==> src/rtl/vu_frame_scheduler.sv <==
// VU meter frame scheduler: tracks the per-frame audio peak, maps it onto an LED bar
// with instant attack / one-LED-per-frame decay, and hands the level to a NeoPixel driver.
module vu_frame_scheduler #(
  parameter int LEDS      = 20,
  parameter int ADDR      = 8,
  parameter int SAMPLE_W  = 16,
  parameter int FRAME_DIV = 800000
) (
  input  logic                i_clk,
  input  logic                i_rst,
  input  logic                i_sample_valid,
  input  logic [SAMPLE_W-1:0] i_sample,
  input  logic                i_npxl_rdy,
  output logic                o_send,
  output logic [ADDR-1:0]     o_value,
  output logic                o_overrun
);
  localparam int CW = $clog2(FRAME_DIV);
  localparam int MW = SAMPLE_W - 1;
  localparam int PW = MW + $clog2(LEDS + 2);

  typedef enum logic [1:0] {S_IDLE, S_COMPUTE, S_WAIT_RDY, S_WAIT_ACK} state_t;

  state_t          r_state;
  logic [CW-1:0]   r_cnt;
  logic [MW-1:0]   r_acc;
  logic [MW-1:0]   r_peak;
  logic [ADDR-1:0] r_level;

  logic            w_tick;
  logic            w_neg_min;
  logic [MW-1:0]   w_abs;
  logic [MW-1:0]   w_acc_max;
  logic [PW-1:0]   w_prod;
  logic [PW-1:0]   w_scaled;
  logic [ADDR-1:0] w_target;

  assign w_tick    = (r_cnt == CW'(FRAME_DIV - 1));
  assign w_neg_min = i_sample[SAMPLE_W-1] && (i_sample[MW-1:0] == '0);

  // Magnitude fits in SAMPLE_W-1 bits once the most negative code is clamped.
  always_comb begin
    w_abs = i_sample[MW-1:0];
    if (w_neg_min)                 w_abs = '1;
    else if (i_sample[SAMPLE_W-1]) w_abs = ~i_sample[MW-1:0] + MW'(1);
  end

  assign w_acc_max = (w_abs > r_acc) ? w_abs : r_acc;
  assign w_prod    = PW'(r_peak) * PW'(LEDS + 1);
  assign w_scaled  = w_prod >> MW;
  assign w_target  = (w_scaled > PW'(LEDS)) ? ADDR'(LEDS) : w_scaled[ADDR-1:0];

  always_ff @(posedge i_clk or posedge i_rst) begin
    if (i_rst) begin
      r_state   <= S_IDLE;
      r_cnt     <= '0;
      r_acc     <= '0;
      r_peak    <= '0;
      r_level   <= '0;
      o_send    <= 1'b0;
      o_value   <= '0;
      o_overrun <= 1'b0;
    end else begin
      r_cnt  <= w_tick ? '0 : r_cnt + CW'(1);
      o_send <= 1'b0;

      // A sample arriving on an accepted tick starts the new frame's peak.
      if (w_tick && r_state == S_IDLE) begin
        r_peak <= r_acc;
        r_acc  <= i_sample_valid ? w_abs : '0;
      end else if (i_sample_valid) begin
        r_acc  <= w_acc_max;
      end

      if (w_tick && r_state != S_IDLE) o_overrun <= 1'b1;

      case (r_state)
        S_IDLE:     if (w_tick) r_state <= S_COMPUTE;
        S_COMPUTE: begin
          r_level <= (w_target >= r_level) ? w_target : r_level - ADDR'(1);
          r_state <= S_WAIT_RDY;
        end
        S_WAIT_RDY: if (i_npxl_rdy) begin
          o_send  <= 1'b1;
          o_value <= r_level;
          r_state <= S_WAIT_ACK;
        end
        S_WAIT_ACK: if (!i_npxl_rdy) r_state <= S_IDLE;
        default:    r_state <= S_IDLE;
      endcase
    end
  end
endmodule

==> config.mk <==
export PLATFORM = sky130hd
export DESIGN_NAME = vu_frame_scheduler
export DESIGN_NICKNAME = d
export VERILOG_FILES = /design/src/rtl/vu_frame_scheduler.sv
export SDC_FILE = /design/constraint.sdc
export NUM_CORES = 1
export LEC_CHECK = 0
export CAP_MARGIN = 20
export CORE_MARGIN = 2
export CORE_UTILIZATION = 52
export DETAILED_ROUTE_END_ITERATION = 16
export PLACE_DENSITY_LB_ADDON = 0.3
export SYNTH_ARGS = -nofsm -noshare
export SYNTH_HDL_FRONTEND = slang
export SYNTH_SLANG_ARGS = --single-unit
==> constraint.sdc <==
create_clock -name i_clk -period 12.08 [get_ports i_clk]
set_input_delay 3.624 -clock i_clk [delete_from_list [all_inputs] [get_ports i_clk]]
set_output_delay 3.624 -clock i_clk [all_outputs]
set_load 0.01 [all_outputs]
## Word level (Yosys, flattened, before mapping)

Index checks and enable logic that the tools add are counted.
Widths: inputs -> output; s select.

- Register bits after elaboration: 70
- Output and inout port bits: 10
- Logic and storage cells: 49

- Reduce and logical (&&, ||, !) cells: 11
- Mux-type cells: 15
- $mul: 1
- Order comparisons: 3
- Bitwise gates (word level): 1
- $add $sub $neg: 3
- Equality and inequality tests: 7

Operator list:

| cell | count |
|---|---|
| $mux 15 | 6 |
| $add 20x1->20 const B | 1 |
| $eq 20x20->1 const B | 1 |
| $mul 15x5->20 const B | 1 |
| $mux 20 | 1 |
| $add 15x1->15 const B | 1 |
| $gt 15x15->1 | 1 |
| $logic_not 15->1 | 1 |
| $not 15->15 | 1 |
| $ge 5x8->1 | 1 |
| $mux 8 | 1 |
| $pmux 2 s4 | 1 |
| $sub 8x1->8 const B | 1 |
| $mux 2 | 3 |
| $ne 2x2->1 const B | 3 |
| $reduce_bool 2->1 | 3 |
| $gt 5x5->1 const B | 1 |
| $mux 5 | 1 |
| $eq 2x2->1 const B | 2 |
| $reduce_and 2->1 | 2 |
| $logic_and 1x1->1 | 3 |
| $reduce_and 3->1 | 1 |
| $eq 2x1->1 const B | 1 |
| $logic_not 2->1 | 1 |
| $mux 1 | 2 |

## Depth between registers and ports, before layout

Gate-level depths: netlist (run 1).

- Depth in word-level cells: 8
- Depth in mapped cells: 24
- Depth with buffers taken out: 22

## Least setup slack after synthesis (run 1)

OpenSTA, ideal clock, no wires.

- Path kind: input -> register
- Start point: input i_sample[9]
- End point: register r_acc[0]
- Arrival: 6981 ps
- Library setup time: 125 ps
- Slack: 4974 ps
- Data required time: 11955 ps
- Stages: 16
- Buffers on the path: 4
- Cell sequence: or4_1 -> or3_1 -> or3b_1 -> buf_2 -> clkbuf_1 -> clkbuf_1 -> nand2_1 -> ha_1 -> a21o_1 -> a21o_1 -> a21oi_1 -> o21ai_0 -> a21oi_1 -> o21ai_1 -> buf_2 -> mux2_2

- Longest elaborated chain between the ends: 7
- Elaborated cells on any way between the ends: 13
- Those cells by class: 1 x add/sub; 1 x order compare; 6 x mux; 1 x bitwise; 4 x reduce/logical

RTL lines:

| element | RTL line | text |
|---|---|---|
| start: declaration | 12 | `input logic [SAMPLE_W-1:0] i_sample,` |
| $not 15->15 | 45 | `else if (i_sample[SAMPLE_W-1]) w_abs = ~i_sample[MW-1:0] + MW'(1);` |
| $add 15x1->15 | 45 |  |
| $mux 15 | 45 |  |
| $mux 15 * | 44 | `if (w_neg_min) w_abs = '1;` |
| $gt 15x15->1 | 48 | `assign w_acc_max = (w_abs > r_acc) ? w_abs : r_acc;` |
| $reduce_bool 2->1 (no source line) | - |  |
| $reduce_and 2->1 (no source line) | - |  |
| end signal: assignment | 70 | `r_acc <= i_sample_valid ? w_abs : '0;` |
| end signal: assignment | 72 | `r_acc <= w_acc_max;` |
| end: declaration | 26 | `logic [MW-1:0] r_acc;` |

Mark *: on every way between the ends. The rest lies on a longest branch, timed or not. The select of a mux whose other input is x is not followed.
A chain may end at the register's enable or synchronous reset.

## Worst setup path after layout (run 1)

- Start point: input i_sample[9]
- End point: register r_acc[7]

Same word-level chain as after synthesis.

==> flow_summary_export.csv, run 1 <==
group,metric,value,unit
timing,slew_headroom,0.4225,
die,core-area,9684,sq um
logic_synthesis,synth_area,5139,sq um
logic_synthesis,ys_seq_area_frac,0.3409,
timing,fin_crit,7289,ps
hold_path,min_from,"o_overrun",
worst_setup_path,worstPathMaxFanout,25,
hold_path,hold_depth,1,
worst_setup_path,crit_family,"simple AND/OR/NAND/NOR gates",
routing,drtIter0Drc,103,
logic_synthesis,syn_nets,657,
worst_setup_path,r2r_slack,6630,ps
timing,worst_slack,4791,ps
worst_setup_path,end_kind,"flop",
outcome,outcome,"completed",
worst_setup_path,r2r-end,"r_level[3]",
power_and_ir_drop,leakage,3.002,nW
clock_tree,clock_sinks,70,
clock_tree,cts_made_buffers,9,
timing,skew,12.29,ps
die,chipWidth,103.4,microns
timing,maxSlewViolCount,0,
routing,vias_per_cell,5.251,
clock_tree,clock-root-buffer,"clkbuf_8",
clock_tree,cts_max_level,3,
die,die_area,10690,sq um
grt,grt_remaining_overflow,0,
grt,grt_max_degree,71,
worst_setup_path,cp_data_arrival_time,7530,ps
clock_tree,worstSkewPairLatency,360,ps
final_layout,area_growth,12.56,%
worst_setup_path,crit_start,"i_sample[9]",
timing,rsz0062_at_grt,"no",
final_layout,antennaDiodeCount,0,
hold_path,hold_class,"reg2reg",
grt,antenna_found_initial,0,
timing,final.setup.tns,0,ps
power_and_ir_drop,peakVddDrop,0.00007371,V
final_layout,nets,686,
routing,wl_per_cell,13.24,microns
worst_setup_path,path_cells,"clkdlybuf4s50_1 -> or4_1 -> or3_1 -> or3b_1 -> nor2b_1 -> mux2i_1 -> ha_1 -> a21o_1 -> a21oi_1 -> o21ai_0 -> a21oi_1 -> o21ai_1 -> buf_4 -> mux2_2",
die,fp-row-count,36,
die,fp.dieH,103.4,microns
timing,setup_viol,0,
die,io-pin-count,30,
timing,period_share,0.6034,
power_and_ir_drop,pwr_density_cell,141.9,nW/um^2
logic_synthesis,synth-edff-count,0,
grt,grtUsageTotal,0.1937,
logic_synthesis,yosys_warnings,0,
logic_synthesis,ys_seq_elements,70,
timing,worst_pin_slew,866.3,ps
clock_tree,hold_buffers,0,
worst_setup_path,required,12320,ps
logic_synthesis,netlist-cell-type-count,44,
logic_synthesis,synth_cells,553,
hold_path,min_to,"o_overrun",
timing,max_freq,0.1372,GHz
place,finalWeightedCongestion,0.8531,
worst_setup_path,cpMaxStageDelayCell,"or3b_1",
grt,grt_pass1_vias,3684,
logic_synthesis,synth_area_per_cell,9.292,sq um
timing,fin_hold_ws,457.8,ps
flow_run,drv_cap,0,
final_layout,drive_gt1_frac,0.06985,
place,port_buffers,29,
logic_synthesis,async_reset_ff_frac,1.000,
clock_tree,cts_setup_buffers,0,
routing,ant_nets,0,
worst_setup_path,r2r_start,"r_peak[6]",
timing,hold_violations,0,
grt,grt_pass1_wl,16400,microns
routing,drc_errors,0,
place,place_ws,4423,ps
worst_setup_path,cp-start-kind,"input pin",
clock_tree,clockBufferDepth,2,
worst_setup_path,max_stage_delay,710,ps
routing,dr_total_vias,3781,
worst_setup_path,r2r_cells,21,
clock_tree,cts.clk_slew.worst_paths,80,ps
worst_setup_path,worstSetupPathType,"in2reg",
place,dp_hpwl,7285,microns
routing,firstDrtPassIters,4,
clock_tree,cts_resized,0,
die,start_util,0.5306,
logic_synthesis,synth_ff_type,"dfrtp_1",
routing,wirelength,9531,microns
worst_setup_path,cpMostUsedCell,"a21oi_1",
worst_setup_path,crit_buf_inv,2,
clock_tree,cts_tree,"yes",
sequential cells by signal (all words and copies together), names as in the netlist:
register	count
r_state	2
r_acc	15
o_overrun	1
o_send	1
r_level	8
o_value	8
r_peak	15
r_cnt	20
layer usage:
metal / GRT usage / wire, microns / part of all wire
met5: 0 / 0 / 0
met4: 0.06275 / 115 / 0.012
met3: 0.04167 / 236 / 0.025
met1: 0.2578 / 4631 / 0.49
met2: 0.3161 / 4547 / 0.48
Yosys cell counts, types with 2 or more instances:
master / instances / area [sq um]
xnor2_1: 10 / 87.58
a21o_1: 11 / 82.58
mux2i_1: 9 / 90.09
a221o_1: 2 / 20.02
nor4b_1: 2 / 17.52
or3_1: 2 / 12.51
and2_1: 3 / 18.77
nor2b_1: 8 / 50.05
ha_1: 75 / 938.4
nand2b_1: 6 / 37.54
and3_1: 2 / 12.51
nor3_1: 13 / 65.06
dfrtp_1: 70 / 1752
mux2_2: 17 / 191.4
o21ai_0: 39 / 195.2
xor2_1: 19 / 166.4
o41ai_1: 3 / 26.28
nand3_1: 15 / 75.07
nand2_1: 55 / 206.5
a211o_1: 3 / 26.28
clkbuf_1: 12 / 45.04
fa_1: 9 / 180.2
a21oi_1: 32 / 160.2
o31ai_1: 5 / 37.54
a211oi_1: 2 / 15.01
nor2_1: 26 / 97.59
o21ai_1: 3 / 15.01
nor3b_1: 2 / 15.01
buf_2: 2 / 10.01
o21a_1: 5 / 37.54
nand4_1: 9 / 56.30
inv_1: 70 / 262.8
cell families after synthesis:
group	synth area share
AO/OA/AOI/OAI	0.1366
XOR/XNOR	0.04943
adder cells (fa/ha/maj)	0.2177
buffers and inverters	0.06184
flip-flops	0.3409
multiplexers	0.05478
AND/OR/NAND/NOR	0.1388
metrics by stage:
stage          cells  area, sq um  power (mW)  utilization
2_1_floorplan    553         5139      0.5259            -
3_3_place_gp     704         5563      0.6002       0.5744
3_5_place_dp     704         5563      0.6147       0.5744
4_1_cts          720         5784      0.8281       0.5973
5_1_grt          720         5784      0.8800       0.5973
6_report         720         5784      0.8209       0.5973
where the power goes:
group	leakage, nW	internal (mW)	switching, mW
logic	1.99	0.138	0.146
registers	0.901	0.290	0.0346
clock network	0.107	0.118	0.0941
worst max path at each step:
stage                     end  slack [ps]  cells past startpoint
finish               r_acc[7]        4790                     14
global route         r_acc[7]        4540                     13
CTS                  r_acc[7]        4810                     14
detailed placement   r_acc[7]        4420                     14
global placement    r_acc[12]        4610                     14
floorplan            r_acc[0]        4970                     16
placed cells by master, fill, tap and decap left out, drive strengths merged, types with 3 or more instances in the layout:
master	instances
nor2	27
o31ai	5
a211o	3
ha	75
o21a	5
fa	9
clkbuf	10
xnor2	10
and2	3
o41ai	3
o21ai	42
mux2	17
nand2	55
nor2b	8
nor3	13
nand4	9
xor2	19
nand3	15
dfrtp	70
nand2b	6
inv	71
clkdlybuf4s50	29
buf	3
a21o	11
a21oi	32
mux2i	9
area by class of cell:
cell class | instances | area (sq um)
Fill cell | 843 | 3900
Multi-Input combinational cell | 399 | 3069
Sequential cell | 70 | 1752
Timing Repair Buffer | 32 | 312.8
Inverter | 70 | 262.8
Tap cell | 133 | 166.4
Clock buffer | 10 | 127.6
Clock inverter | 6 | 93.84
Note: power is estimated with default switching activity, not from simulation.
==> run 2, diff against run 1 <==
==> constraint.sdc (replaced) <==
create_clock -name i_clk -period 6.15 [get_ports i_clk]
set_input_delay 1.845 -clock i_clk [delete_from_list [all_inputs] [get_ports i_clk]]
set_output_delay 1.845 -clock i_clk [all_outputs]
set_load 0.01 [all_outputs]
==> run 2 against run 1 <==
  * Routed wire length fell by 2.9%
  * Flip-flop and latch count unchanged
  * Clock-buffer cell count down 1
  * Global-route usage fell by 0.67 points
  * Clock power grew 89%
  * Sequential share of layout area is essentially flat
  * Non-clock buffer count rose by 2
  * Final area barely moved
  * Via count rose by 2.1%
  * Critical endpoint is now r_level[3]
  * Largest power group unchanged
==> flow_summary_export.csv, run 2 (same netlist as run 1, synthesis figures left out) <==
group,metric,value,unit
outcome,outcome,"completed",
clock_tree,cts_resized,0,
worst_setup_path,end_kind,"flop",
clock_tree,hold_buffers,0,
power_and_ir_drop,pwr_density_cell,277.1,nW/um^2
grt,antenna_found_initial,0,
routing,wl_met2,4314,microns
grt,grtUsageTotal,0.1870,
final_layout,drive_gt1_frac,0.07313,
die,die_area,10690,sq um
routing,dr_total_vias,3862,
final_layout,nets,688,
clock_tree,cts_max_level,3,
timing,period_share,0.8867,
worst_setup_path,r2r_start,"r_peak[10]",
routing,top_layer_used,"met4",
routing,drtIter0Drc,121,
timing,slew_headroom,0.4651,
worst_setup_path,worstPathMaxFanout,12,
routing,ant_nets,0,
flow_run,drv_cap,0,
hold_path,min_from,"o_overrun",
die,start_util,0.5306,
timing,skew,10.35,ps
timing,hold_violations,0,
routing,vias_per_cell,5.356,
grt,grt_pass1_vias,3802,
place,finalWeightedCongestion,0.9081,
clock_tree,worstSkewPairLatency,340,ps
final_layout,reg_top3,"r_cnt: 20 flops, r_acc: 15 flops, r_peak: 15 flops",
worst_setup_path,cp-start-kind,"flop",
timing,rsz0062_at_grt,"no",
final_layout,area_growth,12.64,%
final_layout,final_cell_mix,"ha_1, dfrtp_1, inv_1",
grt,grt_pass1_wl,16060,microns
clock_tree,cts_tree,"yes",
final_layout,largest-register,"r_cnt",
routing,wirelength,9251,microns
clock_tree,cts_made_buffers,9,
clock_tree,clockBufferDepth,2,
timing,maxSlewViolCount,0,
routing,drt-met1-wl,4493,microns
timing,final.setup.tns,0,ps
die,core-area,9684,sq um
worst_setup_path,cp_data_arrival_time,5690,ps
timing,fin_crit,5453,ps
die,fp.dieH,103.4,microns
worst_setup_path,required,6380,ps
place,port_buffers,29,
routing,wl_per_cell,12.83,microns
die,fp-row-count,36,
clock_tree,clock-root-buffer,"clkbuf_8",
clock_tree,cts_setup_buffers,0,
final_layout,fill_cells,843,
power_and_ir_drop,peakVddDrop,0.0001441,V
power_and_ir_drop,leakage,3.009,nW
hold_path,hold_class,"reg2reg",
timing,worst_pin_slew,802.3,ps
routing,drc_errors,0,
final_layout,stdcell_count,721,
grt,grt_max_degree,39,
die,io-pin-count,30,
worst_setup_path,r2r_cells,21,
worst_setup_path,worstSetupPathType,"reg2reg",
worst_setup_path,crit_start,"r_peak[10]",
grt,grt_remaining_overflow,0,
final_layout,final_common_cell,"ha_1",
hold_path,hold_depth,1,
place,place_inst,706,
final_layout,antennaDiodeCount,0,
clock_tree,clock_sinks,70,
routing,firstDrtPassIters,6,
timing,max_freq,0.1834,GHz
routing,wl_met3,264,microns
timing,setup_viol,0,
clock_tree,cts.clk_slew.worst_paths,80,ps
final_layout,largest_register_ff_count,20,
timing,fin_hold_ws,473.4,ps
place,dp_hpwl,7220,microns
die,chipWidth,103.4,microns
-- run 2: final timing paths --
check	to	slack, ps
worst min-delay path	o_overrun	470
worst min register to register	o_overrun	470
min in group asynchronous	o_value[7]	1960
worst max-delay path	r_level[3]	700
worst max register to register	r_level[3]	700
max in group asynchronous	r_peak[1]	3290
-- run 2: area by class of cell --
type                    count  area [sq um]  share of cell area
clock buffers               9         123.9             0.02140
well taps                 133         166.4             0.02875
multi-input cells         399          3069              0.5303
flip-flops and latches     70          1752              0.3026
inverters                  70         262.8             0.04540
repair buffers             34         327.8             0.05664
clock inverters             6         86.33             0.01492
-- run 2: critical path: stages, from the launching register on --
cell and delay, ps:
dfrtp_1 430, ha_1 310, ha_1 280, inv_1 50, fa_1 510, inv_1 40
ha_1 340, nand4_1 160, a211o_1 300, nor3_1 380, nor2_1 180, xnor2_1 190
o21a_1 220, nand2b_1 160, ha_1 270, nand2b_1 90, a21oi_1 60, nor2b_1 110
o21ai_0 90, a21oi_1 640, o21ai_0 220, a221o_1 320
-- run 2: where the power goes --
group	switching, mW	internal [mW]
clock network	0.174	0.226
logic	0.291	0.276
registers	0.0674	0.570
-- run 2: metal layers --
| metal | up-vias | track usage |
|---|---|---|
| met5 | - | 0 |
| met4 | 0 | 0.06883 |
| met3 | 13 | 0.03226 |
| met2 | 72 | 0.3067 |
| met1 | 1816 | 0.2494 |
| li1 | 1961 | - |
-- run 2: through the flow --
stage / total power, mW / area (sq um) / util / setup WS [ps]
detailed placement: 1.210 / 5578 / 0.5760 / 457.2
global placement: 1.180 / 5578 / 0.5760 / 587.5
finish: 1.604 / 5788 / 0.5977 / 696.9
global route: 1.728 / 5788 / 0.5977 / 257.5
CTS: 1.615 / 5788 / 0.5977 / 725.2
floorplan: 1.033 / 5139 / - / 823.4
==> run 3, diff against run 2 <==
--- a/config.mk
+++ b/config.mk
@@ -10,6 +10,7 @@
 export CORE_UTILIZATION = 52
 export DETAILED_ROUTE_END_ITERATION = 16
 export PLACE_DENSITY_LB_ADDON = 0.3
+export RECOVER_POWER = 25
 export SYNTH_ARGS = -nofsm -noshare
 export SYNTH_HDL_FRONTEND = slang
 export SYNTH_SLANG_ARGS = --single-unit
==> run 3 against run 2 <==
  * Highest routed layer unchanged
  * First-iteration DRC count grew 6.6%
  * Routed wire length shrank 0.38%
  * Non-clock buffer count unchanged
  * Worst hold slack better by 0.92 ps
  * Largest cell class unchanged
==> flow_summary_export.csv, run 3 (same netlist as run 1, synthesis figures left out) <==
group,metric,value,unit
outcome,outcome,"completed",
routing,firstDrtPassIters,6,
grt,grt_pass1_vias,3802,
routing,drtIter0Drc,129,
place,finalWeightedCongestion,0.9081,
final_layout,final_common_cell,"ha_1",
final_layout,multiInputGateArea,3067,sq um
grt,grt_max_degree,39,
worst_setup_path,required,6380,ps
power_and_ir_drop,leakage,3.010,nW
clock_tree,cts_tree,"yes",
timing,rsz0062_at_grt,"no",
worst_setup_path,worstSetupPathType,"reg2reg",
timing,period_share,0.8864,
place,dp_hpwl,7220,microns
timing,slew_headroom,0.07946,
worst_setup_path,cp-start-kind,"flop",
final_layout,fill_cells,842,
final_layout,seqCellArea,1752,sq um
final_layout,nets,688,
routing,dr_total_vias,3849,
place,place_ws,457.2,ps
timing,worst_pin_slew,1379,ps
worst_setup_path,path_cells,"ha_1 -> ha_1 -> inv_1 -> fa_1 -> inv_1 -> ha_1 -> nand4_1 -> a211o_1 -> nor3_1 -> nor2_1 -> xnor2_1 -> o21a_1 -> nand2b_1 -> ha_1 -> nand2b_1 -> a21oi_1 -> nor2b_1 -> o21ai_0 -> a21oi_1 -> o21ai_0 -> a221o_1",
grt,grt_remaining_overflow,0,
power_and_ir_drop,peakVddDrop,0.0001438,V
worst_setup_path,r2r_slack,700,ps
grt,grtUsageTotal,0.1870,
clock_tree,cts_setup_buffers,0,
die,start_util,0.5306,
die,die_area,10690,sq um
timing,fin_crit,5451,ps
power_and_ir_drop,pwr_density_cell,276.6,nW/um^2
hold_path,min_from,"o_overrun",
final_layout,largest_register_ff_count,20,
hold_path,min_to,"o_overrun",
clock_tree,clockBufferDepth,2,
clock_tree,cts_made_buffers,9,
routing,wl_per_cell,12.78,microns
clock_tree,cts.clk_slew.worst_paths,80,ps
final_layout,stdcell_count,721,
die,fp.dieH,103.4,microns
timing,hold_violations,0,
final_layout,reg_top3,"r_cnt: 20 flops, r_acc: 15 flops, r_peak: 15 flops",
die,core-area,9684,sq um
timing,skew,9.791,ps
die,fp-row-count,36,
timing,worst_slack,698.6,ps
routing,drc_errors,0,
clock_tree,worstSkewPairLatency,340,ps
place,place_inst,706,
final_layout,largest-register,"r_cnt",
clock_tree,cts_max_level,3,
die,chipWidth,103.4,microns
worst_setup_path,cpMaxStageDelayCell,"a21oi_1",
worst_setup_path,crit_buf_inv,2,
worst_setup_path,r2r_start,"r_peak[10]",
timing,max_freq,0.1834,GHz
hold_path,hold_depth,1,
worst_setup_path,max_stage_delay,630,ps
worst_setup_path,worstPathMaxFanout,12,
worst_setup_path,end_kind,"flop",
clock_tree,clock_sinks,70,
routing,ant_nets,0,
final_layout,final_cell_mix,"ha_1, inv_1, dfrtp_1",
flow_run,drv_cap,0,
routing,wirelength,9216,microns
final_layout,drive_gt1_frac,0.06973,
timing,setup_viol,0,
worst_setup_path,cpMostUsedCell,"ha_1",
worst_setup_path,crit_family,"compound AO/OA/AOI/OAI gates",
grt,grt_pass1_wl,16060,microns
die,io-pin-count,30,
clock_tree,cts_resized,0,
clock_tree,hold_buffers,0,
routing,vias_per_cell,5.338,
place,port_buffers,29,
hold_path,hold_class,"reg2reg",
clock_tree,clock-root-buffer,"clkbuf_8",
grt,antenna_found_initial,0,
timing,maxSlewViolCount,0,
timing,final.setup.tns,0,ps
worst_setup_path,r2r_cells,21,
worst_setup_path,r2r-end,"r_level[3]",
final_layout,antennaDiodeCount,0,
worst_setup_path,cp_data_arrival_time,5680,ps
final_layout,area_growth,12.59,%
[run 3: cell count changes in the layout (fill, tap and decap cells not counted)]
cell	before	now
clkdlybuf4s50_1	29	27
dlygate4sd3_1	0	2
and2_0	0	1
and2_1	3	2
inv_1	69	70
inv_2	1	0
nor2_1	26	27
nor2_2	1	0
[run 3: routing by layer]
metal,vias up,wire length [microns],part of all wire,global-route usage
li1,1962,-,-,-
met3,13,259,0.028,0.03226
met5,-,0,0,0
met2,59,4281,0.46,0.3067
met1,1815,4496,0.49,0.2494
met4,0,178,0.019,0.06883
[run 3: per-stage QoR]
step                hold slack [ps]  cell area, sq um  total power, mW  utilization
global route                  495.0              5786            1.727       0.5974
finish                        474.3              5786            1.600       0.5974
floorplan                     447.4              5139            1.033            -
global placement              437.9              5578            1.180       0.5760
detailed placement            464.2              5578            1.210       0.5760
CTS                           481.7              5788            1.615       0.5977
[run 3: final cells by class]
cell class,instances,share of cell area
inverter,70,0.04542
clock inverter,6,0.01492
timing repair buffer,34,0.05666
sequential,70,0.3028
multi-input combinational,399,0.5301
tap,133,0.02876
clock buffer,9,0.02141
[run 3: power by group]
group / total (mW) / internal (mW) / switching [mW] / leakage, nW
Clock: 0.398 / 0.226 / 0.172 / 0.105
Sequential: 0.636 / 0.570 / 0.0665 / 0.901
Combinational: 0.566 / 0.275 / 0.291 / 2.00
[run 3: worst max path at each step]
stage,depth (start not counted),endpoint,slack (ps),start
2_1_floorplan,16,r_acc[0],820,i_sample[9]
3_3_place_gp,16,r_acc[0],590,i_sample[9]
3_5_place_dp,16,r_acc[10],460,i_sample[9]
4_1_cts,21,r_level[3],730,r_peak[10]
5_1_grt,21,r_level[3],260,r_peak[10]
6_report,21,r_level[3],700,r_peak[10]
[run 3: worst reg2reg max path, delay by kind of cell (launching register included)]
kind            cells  cell delay [ps]
buf+inv             2               90
flops               1              430
xor+xnor            1              190
compound gates      7             1840
simple gates        6             1080
fa+ha+maj           5             1710
